**src/rtl/icache_refill_unit.sv**
```systemverilog
// Refills one instruction-cache line: eight req/ack bus beats, then a held write strobe.
// Minimum latency is 17 cycles from refill_start; stall extends WRITE, and bus waits extend READ.
module icache_refill_unit #(
   parameter int LINE_WORDS = 8,
   parameter int MAX_WAIT   = 255,
   parameter int VLEN       = 32,
   parameter int PLEN       = 32
) (
   input  logic                        clock,
   input  logic                        reset_n,
   input  logic                        refill_start,
   input  logic [VLEN-6:0]             refill_vaddr,
   input  logic [PLEN-6:0]             refill_paddr,
   input  logic                        refill_abort,
   output logic                        refill_busy,
   output logic                        refill_done,
   output logic                        refill_fault,
   output logic                        mem_req,
   output logic [PLEN-1:0]             mem_addr,
   input  logic                        mem_ack,
   input  logic [31:0]                 mem_rdata,
   input  logic                        mem_err,
   input  logic                        stall,
   output logic [VLEN-6:0]             cache_port_addr,
   output logic [LINE_WORDS-1:0][31:0] cache_port_data,
   output logic                        cache_port_set
);

   localparam int BEAT_W = $clog2(LINE_WORDS);
   localparam int WAIT_W = $clog2(MAX_WAIT + 1);
   localparam logic [BEAT_W-1:0] LAST_BEAT = BEAT_W'(LINE_WORDS - 1);
   localparam logic [WAIT_W-1:0] WAIT_LAST = WAIT_W'(MAX_WAIT - 1);

   typedef enum logic [1:0] {IDLE, READ, WRITE, DRAIN} state_t;

   state_t                      r_state;
   state_t                      w_state_nxt;
   logic                        r_mem_req;
   logic                        w_req_nxt;
   logic [BEAT_W-1:0]           r_beat;
   logic [WAIT_W-1:0]           r_wait;
   logic [VLEN-6:0]             r_vaddr;
   logic [PLEN-6:0]             r_paddr;
   logic [LINE_WORDS-1:0][31:0] r_data;
   logic                        w_latch;
   logic                        w_store;
   logic                        w_wait_clr;
   logic                        w_wait_inc;
   logic                        w_wait_hit;

   always_ff @(posedge clock or negedge reset_n) begin
      if (!reset_n) begin
         r_state <= IDLE;
      end else begin
         r_state <= w_state_nxt;
      end
   end

   assign w_wait_hit = (r_wait == WAIT_LAST);

   always_comb begin
      w_state_nxt    = r_state;
      w_req_nxt      = r_mem_req;
      w_latch        = 1'b0;
      w_store        = 1'b0;
      w_wait_clr     = 1'b0;
      w_wait_inc     = 1'b0;
      refill_done    = 1'b0;
      refill_fault   = 1'b0;
      cache_port_set = 1'b0;
      case (r_state)
         IDLE: begin
            if (refill_start) begin
               w_latch     = 1'b1;
               w_wait_clr  = 1'b1;
               w_state_nxt = READ;
            end
         end
         READ: begin
            // Abort outranks ack, error and timeout; an outstanding beat must still be drained.
            if (refill_abort) begin
               if (!r_mem_req || mem_ack) begin
                  w_req_nxt   = 1'b0;
                  w_state_nxt = IDLE;
               end else begin
                  w_state_nxt = DRAIN;
               end
            end else if (!r_mem_req) begin
               w_req_nxt  = 1'b1;
               w_wait_clr = 1'b1;
            end else if (mem_ack) begin
               w_req_nxt = 1'b0;
               if (mem_err) begin
                  refill_fault = 1'b1;
                  w_state_nxt  = IDLE;
               end else begin
                  w_store = 1'b1;
                  if (r_beat == LAST_BEAT) begin
                     w_state_nxt = WRITE;
                  end
               end
            end else if (w_wait_hit) begin
               refill_fault = 1'b1;
               w_state_nxt  = DRAIN;
            end else begin
               w_wait_inc = 1'b1;
            end
         end
         WRITE: begin
            if (refill_abort) begin
               w_state_nxt = IDLE;
            end else begin
               cache_port_set = 1'b1;
               if (!stall) begin
                  refill_done = 1'b1;
                  w_state_nxt = IDLE;
               end
            end
         end
         DRAIN: begin
            if (mem_ack) begin
               w_req_nxt   = 1'b0;
               w_state_nxt = IDLE;
            end
         end
         default: begin
            w_req_nxt   = 1'b0;
            w_state_nxt = IDLE;
         end
      endcase
   end

   always_ff @(posedge clock or negedge reset_n) begin
      if (!reset_n) begin
         r_mem_req <= 1'b0;
         r_beat    <= '0;
         r_wait    <= '0;
         r_vaddr   <= '0;
         r_paddr   <= '0;
         r_data    <= '0;
      end else begin
         r_mem_req <= w_req_nxt;
         if (w_latch) begin
            r_vaddr <= refill_vaddr;
            r_paddr <= refill_paddr;
            r_beat  <= '0;
         end else if (w_store) begin
            r_data[r_beat] <= mem_rdata;
            r_beat         <= r_beat + 1'b1;
         end
         if (w_wait_clr) begin
            r_wait <= '0;
         end else if (w_wait_inc) begin
            r_wait <= r_wait + 1'b1;
         end
      end
   end

   assign refill_busy     = (r_state != IDLE);
   assign mem_req         = r_mem_req;
   assign mem_addr        = {r_paddr, r_beat, 2'b00};
   assign cache_port_addr = r_vaddr;
   assign cache_port_data = r_data;

endmodule

```
**config.mk**
```make
export PLATFORM = sky130hd
export DESIGN_NAME = icache_refill_unit
export DESIGN_NICKNAME = d
export VERILOG_FILES = /design/src/rtl/icache_refill_unit.sv
export SDC_FILE = /design/constraint.sdc
export NUM_CORES = 1
export LEC_CHECK = 0
export CORE_MARGIN = 3
export CORE_UTILIZATION = 45
export CTS_BUF_LIST = sky130_fd_sc_hd__clkbuf_16
export CTS_CLUSTER_SIZE = 40
export DETAILED_ROUTE_END_ITERATION = 16
export PLACE_DENSITY = 0.79
export SLEW_MARGIN = 20
export SYNTH_ARGS = -nofsm -noshare
export SYNTH_HDL_FRONTEND = slang
export SYNTH_SLANG_ARGS = --single-unit
```
**constraint.sdc**
```tcl
create_clock -name clock -period 2.2 [get_ports clock]
set_input_delay 0.44 -clock clock [delete_from_list [all_inputs] [get_ports clock]]
set_output_delay 0.44 -clock clock [all_outputs]
set_load 0.01 [all_outputs]
```
* Word-level counts from Yosys, hierarchy flattened *
Cells that the tools add are included.

storage, ports and cells
  register bits = 324
  bits in latches = 0
  memory bits (writable) = 0
  ROM bits = 0
  bits of input ports = 93
  output and inout port bits = 320
  memories kept = 0

cells by class
  add/sub/neg operators = 2
  multipliers = 0
  divide/modulo/power cells = 0
  magnitude comparators = 2
  eq/ne operators = 12
  shift-type cells = 0
  multiplexer cells = 51
  bitwise logic cells = 1
  reductions and logical operators = 11

operator list
  cell                   number
  $bwmux W256            1
  $demux W32 S3          1
  $mux W32               1
  $mux W1                30
  $mux W2                11
  $mux W8                2
  $ne A3 B3 Y1 const B   3
  $add A8 B1 Y8 const B  1
  $eq A8 B8 Y1 const B   1
  $pmux W2 S4            1
  $reduce_bool A2 Y1     4
  $mux W3                2
  $reduce_and A6 Y1      1
  $ne A5 B5 Y1 const B   1
  $eq A2 B2 Y1 const B   2
  $lt A3 B4 Y1 const B   1
  $ne A2 B2 Y1 const B   2
  $ne A4 B4 Y1 const B   1
  $pmux W1 S2            2
  $add A3 B1 Y3 const B  1
  $eq A3 B3 Y1 const B   1
  $ge A3 B1 Y1 const B   1
  $reduce_and A3 Y1      1
  $eq A2 B1 Y1 const B   1
  6 further kinds        6

* Longest topological paths before layout *
Gate-level depths: netlist of the first run.

  word-level depth = 8
  gate-level depth with buffers = 6
  gate-level depth less buffers = 6

* Worst setup path before layout of the first run *
Ideal clock, no wire load.

  path kind = input to register
  start point = in refill_abort
  end point = reg r_data (netlist bit cache_port_data[181])
  library setup time = 0.125 ns
  arrival time = 1.900 ns
  slack = 0.175 ns
  stages on the path = 6
  buffers on the path = 2
  cell sequence = nor3b_2 -> nor3b_4 -> and4b_1 -> buf_4 -> buf_4 -> mux2_2

on the way
  word-level cells in the longest chain between the ends = 3

RTL lines
  what                                RTL line  RTL
  start: declaration                  14        input logic refill_abort,
  $mux W1                             81        if (refill_abort) begin
  $mux W1                             71        case (r_state)
  $reduce_and A2 Y1 (no source line)  --
  end signal: indexed assignment      148       r_data[r_beat] <= mem_rdata;
  end: declaration                    44        logic [LINE_WORDS-1:0][31:0] r_data;

No other way between the ends.
A chain may end at the register's enable or synchronous reset.

* Worst setup path after layout of the first run *
  start point = reg r_wait[0]
  end point = out refill_fault

on the way
  word-level cells in the longest chain between the ends = 6

RTL lines
  what                      RTL line  RTL
  start: declaration        41        logic [WAIT_W-1:0] r_wait;
  start signal: assignment  154       r_wait <= r_wait + 1'b1;
  $eq A8 B8 Y1              59        assign w_wait_hit = (r_wait == WAIT_LAST);
  $mux W1                   102       end else if (w_wait_hit) begin
  $mux W1                   91        end else if (mem_ack) begin
  $mux W1                   88        end else if (!r_mem_req) begin
  $mux W1                   81
  $mux W1                   71
  end: declaration          17        output logic refill_fault,

No other way between the ends.

==> reports/metrics.yaml, run 1 <==
logic_synthesis:
  avgSynthCellArea_um2: 16.4
  ys_async_sr_fraction: 1.00
  synth.largest_area_cell: "dfrtp_1"
  synthTopCellsByArea: "dfrtp_1 65%, mux2_2 27%, mux2_1 1.1%, buf_2 0.81%, buf_6 0.64%"
  synth_seq_area_share: 0.653
  syn-cell-area_um2: 12400
  synthCells: 756
  synth_ff_type: "dfrtp_1"
  ys_ff_latch: 324
  synth_edf_count: 0
  ys_warn_count: 0
  yosysTopAreaCellShare: 0.653
  synthDistinctLibCells: 40
layout:
  syn_to_final_growth_pct: 47.7
  num-nets-final: 1312
  drive_above_1_share: 0.335
  final_common_cell: "clkdlybuf4s50_1"
  diodes: 0
  final_cell_mix: "405 x clkdlybuf4s50_1, 324 x dfrtp_1, 298 x mux2_2"
routing:
  drcViolationCount: 0
  wl_per_cell_um: 21.2
  wirelength_mm: 33.5
  dr_total_vias: 8097
  drt_pass1_iterations: 4
  via_per_inst: 5.13
  drt_iter0_drc: 328
  drtAntennaViolNets: 0
run_status:
  status: "finished with violations"
  violations: "negative setup slack"
floorplan:
  die_h_um: 172
  dieArea_um2: 29600
  num_rows: 60
  initial_core_util: 0.459
  core_um2: 27000
  die_w_um: 172
  io_pins: 413
setup_path:
  cp.arrival_ns: 1.79
  path_common_cell: "and3_4"
  max_stage_delay_ns: 0.37
  startpoint_type: "flip-flop"
  cp_cell_sequence: "inv_1 > ha_2 > and3_4 > nand3_4 > o21ai_2 > and3_4 > buf_6"
  worst-path-buf-inv: 2
  cp-end-kind: "output port"
  critPathMaxFanout: 2
  required_ns: 1.76
  crit_family: "simple AND/OR/NAND/NOR gates"
  cp_slowest_cell: "dfrtp_1"
  path_class: "reg2out"
timing:
  min_period_ns: 2.23
  whs_ns: 0.429
  rsz0062_at_grt: "true"
  finalSetupViolCount: 1
  fin_skew_ns: 0.0161
  max_freq_mhz: 448
  setup_ws_ns: -0.0322
  fin_crit_sh: 1.01
  drv_slew: 0
  final-hold-violation-count: 0
global_route:
  overflow: 0
  grtUsageTotal: 0.221
  grt_max_degree: 62
  grt_pass1_wl_mm: 50.5
  antenna_found_initial: 0
  grt_pass1_vias: 8599
clock_network:
  cts_root_buf: "clkbuf_16"
  path_clk_slew_ns: 0.06
  cts_tree: "done"
  h-tree-depth: 2
  clock_latency_ns: 0.50
  cts_buffers: 35
  clk_path_buf_depth: 3
  clkSinkCount: 324
run:
  cap_violations: 0
worst_hold_path:
  hold_class: "in2async"
placed_design:
  detailedPlace.worstSlack_ns: -0.322
  dp_hpwl_mm: 24.0
  port_buffers: 410
  place_congestion: 0.867
pwr:
  p_per_area_nw_per_um2: 1000
  p_leak_nw: 8.57
  max-vdd-ir-drop_uv: 946
## flip-flops by register name, indices dropped and copies added (netlist names)
register	flops
cache_port_data	256
r_beat	3
r_wait	8
r_paddr	27
mem_req	1
cache_port_addr	27
r_state	2
## final timing paths
check | start | endpoint | slack (ns) | cells past startpoint
max | r_wait[0] | refill_fault | -0.03 | 7
min | reset_n | cache_port_data[203] | 0.43 | 2
max reg2reg | r_state[0] | cache_port_data[234] | 0.11 | 6
min reg2reg | cache_port_data[188] | cache_port_data[188] | 0.48 | 1
max in group asynchronous | reset_n | r_wait[6] | 1.05 | 3
min in group clock | cache_port_data[188] | cache_port_data[188] | 0.48 | 1
## final cells by class
cell class                      instances  area (um^2)
Sequential cell                       324         8110
Tap cell                              341          427
Fill cell                            1924         8700
Clock buffer                           37          926
Clock inverter                         22          121
Multi-Input combinational cell        391         4110
Inverter                                3         11.3
Timing Repair Buffer                  460         4620
## logic make-up after synthesis
kind of cell,count (synthesis),share of synthesized area
AOI/OAI and AO/OA,18,0.00948
xor gates and xnor gates,1,0.000706
and+or+nand+nor,51,0.0259
DFF,324,0.653
adders and majority gates,4,0.00403
muxes,315,0.285
buffers and inverters,42,0.0208
other,1,0.000302
## per-layer routing
layer,global-route usage,part of all wire,wire length [um],vias up
li1,-,-,-,3625
met1,0.263,0.38,12800,4127
met2,0.385,0.50,16900,288
met3,0.0736,0.086,2900,57
met4,0.0628,0.025,848,0
met5,0,0,0,-
## stage by stage
stage               total power [mW]  utilization  instance area [um^2]  std cells  setup TNS [ns]
floorplan                       9.78            -                 12400        757               0
global placement                12.9        0.637                 17200       1517          -47.91
detailed placement              13.1        0.637                 17200       1517          -51.15
CTS                             18.5        0.677                 18300       1577         -0.0615
global route                    19.2        0.678                 18300       1578          -0.157
finish                          18.3        0.678                 18300       1578         -0.0322
## where the power goes
| group | internal [mW] | switching, mW | total [mW] | leakage (nW) |
|---|---|---|---|---|
| clock network | 3.13 | 2.26 | 5.39 | 0.537 |
| logic | 3.19 | 2.01 | 5.19 | 3.70 |
| registers | 7.11 | 0.628 | 7.74 | 4.34 |
## Yosys cell counts, drive strengths merged (2+ instances only)
library cell / count
nor2: 6
o21ai: 5
and3: 5
buf: 34
a21oi: 3
mux2: 310
inv: 3
and4b: 2
dfrtp: 324
nand3b: 3
ha: 4
a31oi: 4
nand2: 8
nor2b: 6
mux2i: 5
nand3: 8
nor3b: 5
clkbuf: 5
## timing repair
action / in CTS / in global routing
endpoints found under the setup margin: 4 / 2
gates resized for setup: 12 / 8
pin swaps: 2 / 2
hold endpoints to repair: 41 / 0
setup buffers: 0 / 1
hold buffers: 1 / 0
(Power assumes the default switching activity.)
==> run 2: changes to the inputs <==
DONT_BUFFER_PORTS = 1   (was unset)
PLACE_DENSITY = 0.65   (was 0.79)
==> reports/metrics.yaml, run 2 (synthesis gave the netlist of run 1 again) <==
pwr:
  max-vdd-ir-drop_uv: 720  # -24%
  switchingPower_mw: 4.42  # -9.6%
  p_leak_nw: 6.95  # -19%
  power_frac_clock: 0.342  # +0.048
  power_frac_comb: 0.114  # -0.169
  p_per_area_nw_per_um2: 1130  # +13%
  p_sw_frac: 0.280  # +0.0126
  pwr-share-seq: 0.544  # +0.122
  p_int_mw: 11.4  # -15%
floorplan:
  die_w_um: 172  # unchanged
  die_h_um: 172  # unchanged
  dieArea_um2: 29600  # unchanged
  num_rows: 60  # unchanged
  initial_core_util: 0.459  # unchanged
  io_pins: 413  # unchanged
  core_um2: 27000  # unchanged
global_route:
  grtUsageTotal: 0.195  # -0.0266
  met2_usage: 0.354  # -0.0317
  grt_max_degree: 325  # +420%
  met1_usage: 0.209  # -0.0543
  overflow: 0  # unchanged
  grt_use_met3: 0.0768  # +0.00320
  antenna_found_initial: 1  # +1
  grt_pass1_vias: 7159  # -17%
  grt_pass1_wl_mm: 43.7  # -14%
  busiest_layer: "met2"
clock_network:
  h-tree-depth: 2  # unchanged
  clock_latency_ns: 0.50  # about the same
  cts_root_buf: "clkbuf_16"
  cts_tree: "done"
  cts_buffers: 35  # unchanged
  path_clk_slew_ns: 0.06  # about the same
  clkSinkCount: 324  # unchanged
  clk_path_buf_depth: 3  # unchanged
setup_path:
  cp.arrival_ns: 1.73  # -0.06 ns
  max_stage_delay_ns: 0.38  # about the same
  cp-end-kind: "output port"
  path_class: "reg2out"
  path_common_cell: "and3_4"
  critPathMaxFanout: 3  # +1
  cp_cell_sequence: "inv_1 > ha_2 > and3_4 > nand3_4 > o21ai_2 > and3_4"
  cp_slowest_cell: "dfrtp_1"
  startpoint_type: "flip-flop"
  required_ns: 1.76  # about the same
layout:
  stdcell_area_um2: 14000  # -23%
  num-nets-final: 881  # -33%
  largest_register_ffs: 256  # unchanged
  drive_above_1_share: 0.482  # +0.147
  syn_to_final_growth_pct: 13.0
  fillers: 2164  # +12%
  final_common_cell: "dfrtp_1"
  regArea_um2: 8110  # unchanged
  final_cell_mix: "324 x dfrtp_1, 298 x mux2_2, 35 x clkbuf_16"
  multi_input_area_um2: 4110  # about the same
routing:
  drcViolationCount: 0  # unchanged
  drtAntennaViolNets: 0  # unchanged
  via_per_inst: 5.66  # +10%
  drt_pass1_iterations: 4  # unchanged
  wl_per_cell_um: 26.4  # +24%
  wirelength_mm: 30.3  # -9.4%
  dr_total_vias: 6509  # -20%
  drt_iter0_drc: 338  # +3.0%
placed_design:
  place_congestion: 0.792  # -8.7%
  dp_hpwl_mm: 21.2  # -12%
  port_buffers: 0  # -100%
  placed_area_um2: 12900  # -25%
run_status:
  status: "finished with violations"
  violations: "negative hold slack"
timing:
  fin_skew_ns: 0.0138  # -0.00236 ns
  whs_ns: -0.363  # -0.792 ns
  rsz0062_at_grt: "true"
  slew_headroom: 0.479
  drv_slew: 0  # unchanged
  fin_crit_sh: 0.984  # -0.0303
  final-hold-violation-count: 324  # +324
  worst_pin_slew_ns: 0.781
  fin_tns_setup_ns: 0  # +0.0322 ns
  finalSetupViolCount: 0  # -1
  min_period_ns: 2.17  # -0.0666 ns
  max_freq_mhz: 462  # +3.1%
run:
  cap_violations: 0  # unchanged
worst_hold_path:
  hold_class: "in2async"
## run 2: changes by cell type in the layout (fill, tap and decap cells not counted), moves of 3 or more
cell             change
inv_1                +3
buf_12               -4
buf_4               -15
clkinv_2             -4
clkdlybuf4s50_1    -405
## run 2: critical path, delay by kind of cell (launching register included)
| family | cells | cell delay [ns] |
|---|---|---|
| and+or+nand+nor | 3 | 0.49 |
| DFF | 1 | 0.38 |
| adders and majority gates | 1 | 0.16 |
| AOI/OAI and AO/OA | 1 | 0.14 |
| buffers and inverters | 1 | 0.06 |
## run 2: area by class of cell
type,count,area share
repair buffers,29,0.0218
flip-flops and latches,324,0.578
clock inverters,27,0.0133
inverters,3,0.000803
diodes,1,0.000178
multi-input cells,391,0.293
well taps,341,0.0304
clock buffers,35,0.0625
## run 2: worst paths after layout
check,start,to,slack (ns),depth (start not counted)
worst min-delay path,reset_n,cache_port_data[172],-0.36,0
max in group asynchronous,reset_n,mem_req,1.90,0
min in group clock,mem_ack,mem_req,0.05,1
worst min register to register,r_wait[7],r_wait[7],0.55,2
worst max register to register,r_state[1],cache_port_data[173],0.19,5
worst max-delay path,r_wait[0],refill_fault,0.03,6
## run 2: power groups by stage
stage	Clock, mW	Combinational [mW]	Sequential (mW)
finish	5.41	1.81	8.60
global route	5.79	2.00	8.76
CTS	5.53	1.81	8.63
global placement	0	1.68	8.70
floorplan	0	1.46	8.32
detailed placement	0	1.81	8.70
## run 2: what timing repair did
| action | CTS | global route |
|---|---|---|
| pin swaps | 1 | 2 |
| gates cloned | 0 | 0 |
| hold endpoints to repair | 324 | 324 |
| resized for setup | 6 | 2 |
| endpoints found under the setup margin | 1 | 51 |
| setup buffers | 2 | 1 |
## run 2: metal layers
metal / vias to the layer above / wire (um)
met5: - / 0
met4: 0 / 679
met3: 45 / 3360
met2: 328 / 15900
met1: 3378 / 10400
li1: 2758 / -
## run 2: stage by stage
stage / instances / total power [mW] / worst slack, ns / utilization
3_3_place_gp: 1085 / 10.4 / 0.0676 / 0.477
3_5_place_dp: 1085 / 10.5 / 0.0344 / 0.477
2_1_floorplan: 757 / 9.78 / 0.175 / -
4_1_cts: 1149 / 16.0 / 0.0245 / 0.518
5_1_grt: 1151 / 16.5 / -0.0594 / 0.519
6_report: 1151 / 15.8 / 0.0344 / 0.519
